===== config.mk =====
export PLATFORM = sky130hd
export DESIGN_NAME = tone_gen
export DESIGN_NICKNAME = d
export VERILOG_FILES = /design/src/rtl/tone_gen.sv
export SDC_FILE = /design/constraint.sdc
export NUM_CORES = 1
export LEC_CHECK = 0
export CORE_MARGIN = 2
export CORE_UTILIZATION = 45
export DETAILED_ROUTE_END_ITERATION = 16
export PLACE_DENSITY = 0.67
export REMOVE_ABC_BUFFERS = 1
export SETUP_SLACK_MARGIN = 0.15
export SLEW_MARGIN = 20
export SYNTH_ARGS = -nofsm -noshare
export SYNTH_HDL_FRONTEND = slang
export SYNTH_SLANG_ARGS = --single-unit

===== constraint.sdc =====
create_clock -name clk -period 5.46 [get_ports clk]
set_input_delay 0.819 -clock clk [delete_from_list [all_inputs] [get_ports clk]]
set_output_delay 0.819 -clock clk [all_outputs]
set_load 0.01 [all_outputs]

===== src/rtl/tone_gen.sv =====
// Buzzer tone generator: plays 4-bit note codes as a square wave and only switches note on
// half-period boundaries. Define TONE_GEN_HIGH_OCTAVE_EN to play codes 9-15 one octave up.
module tone_gen #(
    parameter int unsigned CLK_HZ = 4000000,
    parameter int unsigned CNT_W  = 13
) (
    input  logic       clk,
    input  logic       rst_n,
    input  logic [3:0] mode,
    output logic       buzz,
    output logic       tone_on,
    output logic       note_start,
    output logic [3:0] active_mode
);

    localparam logic [3:0] RestCode = 4'd8;

    // Half-period counts; note frequencies are in centi-Hz.
    localparam int unsigned Half0 = (CLK_HZ * 50) / 26163;
    localparam int unsigned Half1 = (CLK_HZ * 50) / 29366;
    localparam int unsigned Half2 = (CLK_HZ * 50) / 32963;
    localparam int unsigned Half3 = (CLK_HZ * 50) / 34923;
    localparam int unsigned Half4 = (CLK_HZ * 50) / 39200;
    localparam int unsigned Half5 = (CLK_HZ * 50) / 44000;
    localparam int unsigned Half6 = (CLK_HZ * 50) / 49388;
    localparam int unsigned Half7 = (CLK_HZ * 50) / 52325;

    typedef enum logic [0:0] {StRest, StTone} state_e;

    state_e           state_q;
    logic [3:0]       mode_q;
    logic [3:0]       active_mode_q;
    logic [CNT_W-1:0] cnt_q;
    logic             buzz_q;
    logic             tone_on_q;
    logic             note_start_q;

    int unsigned      half_full;
    logic [CNT_W-1:0] half_m1;
    logic             mode_tone;
    logic             at_boundary;
    logic             do_switch;

    function automatic logic is_tone(input logic [3:0] code);
`ifdef TONE_GEN_HIGH_OCTAVE_EN
        return code != RestCode;
`else
        return !code[3];
`endif
    endfunction

    always_comb begin
        half_full = Half0;
        unique case (active_mode_q[2:0])
            3'd0: half_full = Half0;
            3'd1: half_full = Half1;
            3'd2: half_full = Half2;
            3'd3: half_full = Half3;
            3'd4: half_full = Half4;
            3'd5: half_full = Half5;
            3'd6: half_full = Half6;
            3'd7: half_full = Half7;
            default: half_full = Half0;
        endcase
        // Upper codes are an octave up; in the default build they are rests and never count.
        if (active_mode_q[3]) begin
            half_full = half_full >> 1;
        end
        half_m1 = CNT_W'(half_full - 1);
    end

    assign mode_tone   = is_tone(mode_q);
    assign at_boundary = (state_q == StRest) || (cnt_q == half_m1);
    assign do_switch   = (mode_q != active_mode_q) && at_boundary;

    always_ff @(posedge clk or negedge rst_n) begin
        if (!rst_n) begin
            state_q       <= StRest;
            mode_q        <= RestCode;
            active_mode_q <= RestCode;
            cnt_q         <= '0;
            buzz_q        <= 1'b0;
            tone_on_q     <= 1'b0;
            note_start_q  <= 1'b0;
        end else begin
            mode_q       <= mode;
            note_start_q <= 1'b0;
            if (do_switch) begin
                active_mode_q <= mode_q;
                tone_on_q     <= mode_tone;
                note_start_q  <= mode_tone;
                state_q       <= mode_tone ? StTone : StRest;
                cnt_q         <= '0;
                buzz_q        <= 1'b0;
            end else if (state_q == StTone) begin
                if (cnt_q == half_m1) begin
                    cnt_q  <= '0;
                    buzz_q <= ~buzz_q;
                end else begin
                    cnt_q <= cnt_q + 1'b1;
                end
            end else begin
                cnt_q  <= '0;
                buzz_q <= 1'b0;
            end
        end
    end

    assign buzz        = buzz_q;
    assign tone_on     = tone_on_q;
    assign note_start  = note_start_q;
    assign active_mode = active_mode_q;

endmodule

==> qor.yml <==
slew-limit-headroom: 0.550
leakage_nw: 0.821
synth_commonest_cells: "dfrtp_1 (22), nor2_1 (22), xnor2_1 (16), xor2_1 (16), ha_1 (9)"
overflow: 0
dp_hpwl_um: 2590
gp_congestion: 0.891
drc_errors: 0
worst_setup_path_end_kind: "flop"
path_clk_slew_ns: 0.10
firstDrtPassIters: 4
die_w_um: 65.5
drv_cap: 0
numCtsBuffers: 3
multi_input_area_um2: 1030
htreeDepth: 1
initial_core_util: 0.465
vdd_drop_max_mv: 0.209
min_period_over_period: 0.689
clk_latency_ns: 0.27
status: "finished clean"
total_power_mw: 0.733
syn-cell-area_um2: 1700
seqCellArea_um2: 603
first_global_vias: 1186
slew_violations: 0
die_h_um: 65.5
ctsRootBufferMaster: "clkbuf_8"
hold_violations: 0
critPathArrivalTime_ns: 3.93
p_per_area_nw_per_um2: 383
synth_edf_count: 0
clockBufferDepth: 2
hold_buffers: 0
crit_path_start_kind: "flop"
seq_area_frac_synth: 0.354
postSynth.asyncResetShare: 1.00
drtIter0Drc: 82
num_vias: 1272
diodes: 0
synth_seq_cells: 24
finalSetupTns_ns: 0
io_buffers: 12
rsz0062_at_grt: "no"
die_area_um2: 4300
cp.required_ns: 5.63
finalSetupViolations: 0
cpMostUsedCell: "ha_1"
design.core.area_um2: 3660
reg2reg_from: "active_mode[1]$_DFFE_PN0N_"
grt_pass1_wl_um: 5710
syn_avg_cell_area_um2: 9.52
drive_gt1_frac: 0.0851
cts_tree: "done"
track_usage: 0.174
n_fill_cell: 340
syn_inst: 179
synth_cell_types: 45
cts_setup_buffers: 0
stdcell_area_um2: 1910
totalWireLength_um: 3480
io_pins: 13
cts_resized: 0
post-route-util: 0.523
antenna_left: 0
path_class: "reg -> reg"
routed_via_density: 5.39
netlist_top_cells_area: "dfrtp_1 (32%), xnor2_1 (8.2%), xor2_1 (8.2%)"
slowest_stage: "dfrtp_1"
rows: 22
worst_pin_slew_ns: 0.675
path_delay_family: "simple AND/OR/NAND/NOR gates"
antenna_found_initial: 0
fin_worst_skew_ns: 0.0157
critical_path.max_stage_delay_ns: 0.59
cp_cell_sequence: "inv_1, ha_1, nand2b_1, nand3_1, nand2_1, ha_1, xor2_1, xnor2_1, o211ai_1, or4_4, o21ai_4, mux2_4"
grt_max_degree: 27
wl_per_cell_um: 14.7
holdCritPathClass: "in -> async"
yosys.area.top_type: "dfrtp_1"
area_growth_pct: 12.3
synth_warnings: 0
cts.sinks: 24
synth_flop_cell: "dfrtp_1"
rr_endpoint: "active_mode[0]$_DFFE_PN0N_"
post-route-min-period_ns: 3.76
crit_fanout: 18
reg2reg_setup_slack_ns: 1.70
worst-path-buf-inv: 1
netlist.area_leader.share: 0.323
nets: 204
fmax_mhz: 266
r2r_cells: 12
place_area_um2: 1850
through the flow:
step           setup WS [ns]  hold WS, ns  cells
4_1_cts                 1.70        0.546    236
5_1_grt                 1.43        0.563    236
6_report                1.70        0.523    236
2_1_floorplan           2.11        0.486    172
3_5_place_dp            1.74        0.524    232
3_3_place_gp            1.89        0.514    232
sequential cells by signal (all words and copies together) (netlist names):
| signal | count |
|---|---|
| cnt_q | 13 |
| state_q | 1 |
| mode_q | 4 |
| buzz | 1 |
| active_mode | 4 |
| note_start | 1 |
final cells by class:
| type | instances | share of cell area |
|---|---|---|
| multi-input cells | 140 | 0.540 |
| flip-flops and latches | 24 | 0.315 |
| repair buffers | 12 | 0.0602 |
| well taps | 48 | 0.0314 |
| clock buffers | 3 | 0.0216 |
| clock inverters | 1 | 0.0157 |
| inverters | 8 | 0.0157 |
cells in the final DEF (no fill, tap or decap), drive strengths merged, types with 2 or more instances in the layout:
master          n
o211ai          3
nor2b           2
nand3           8
a31oi           2
dfstp           2
xor2           16
nand4           2
and3            6
clkdlybuf4s50  11
a211oi          2
xnor2          16
nor3b           2
dfrtp          22
o21ai           5
a21oi           4
mux2            5
ha              9
nand2b          8
nor2           22
mux2i           3
nand2           7
clkbuf          3
inv             8
and2            2
kinds of logic (layout without fill, tap and decap cells):
logic type,Yosys count,count (layout),synth area share
AND/OR/NAND/NOR,67,67,0.207
XOR/XNOR,32,32,0.164
flip-flops,24,24,0.354
AO/OA/AOI/OAI,23,23,0.0962
buffers and inverters,15,24,0.0396
adder cells (fa/ha/maj),9,9,0.0661
multiplexers,9,9,0.0727
power by group:
group	switching (mW)	leakage (nW)	internal, mW
Sequential	0.0663	0.296	0.212
Combinational	0.141	0.490	0.158
Clock	0.0582	0.0357	0.0980
Total	0.266	0.821	0.467
worst max-delay path by stage:
stage | slack, ns | endpoint | cells after the start | from
6_report | 1.70 | active_mode[0]$_DFFE_PN0N_ | 12 | active_mode[1]$_DFFE_PN0N_
5_1_grt | 1.43 | active_mode[2]$_DFFE_PN0N_ | 13 | active_mode[1]$_DFFE_PN0N_
4_1_cts | 1.70 | active_mode[0]$_DFFE_PN0N_ | 12 | active_mode[1]$_DFFE_PN0N_
3_5_place_dp | 1.74 | active_mode[0]$_DFFE_PN0N_ | 12 | active_mode[1]$_DFFE_PN0N_
3_3_place_gp | 1.89 | active_mode[2]$_DFFE_PN0N_ | 12 | active_mode[1]$_DFFE_PN0N_
2_1_floorplan | 2.11 | active_mode[0]$_DFFE_PN0N_ | 12 | active_mode[1]$_DFFE_PN0N_
routing by layer:
| layer | vias to the layer above | part of all wire | track usage |
|---|---|---|---|
| li1 | 629 | - | - |
| met1 | 615 | 0.51 | 0.263 |
| met2 | 26 | 0.46 | 0.264 |
| met3 | 2 | 0.023 | 0.0205 |
| met4 | 0 | 0.0066 | 0.0469 |
| met5 | - | 0 | 0 |
No activity file was read; power rests on OpenSTA's default activity.
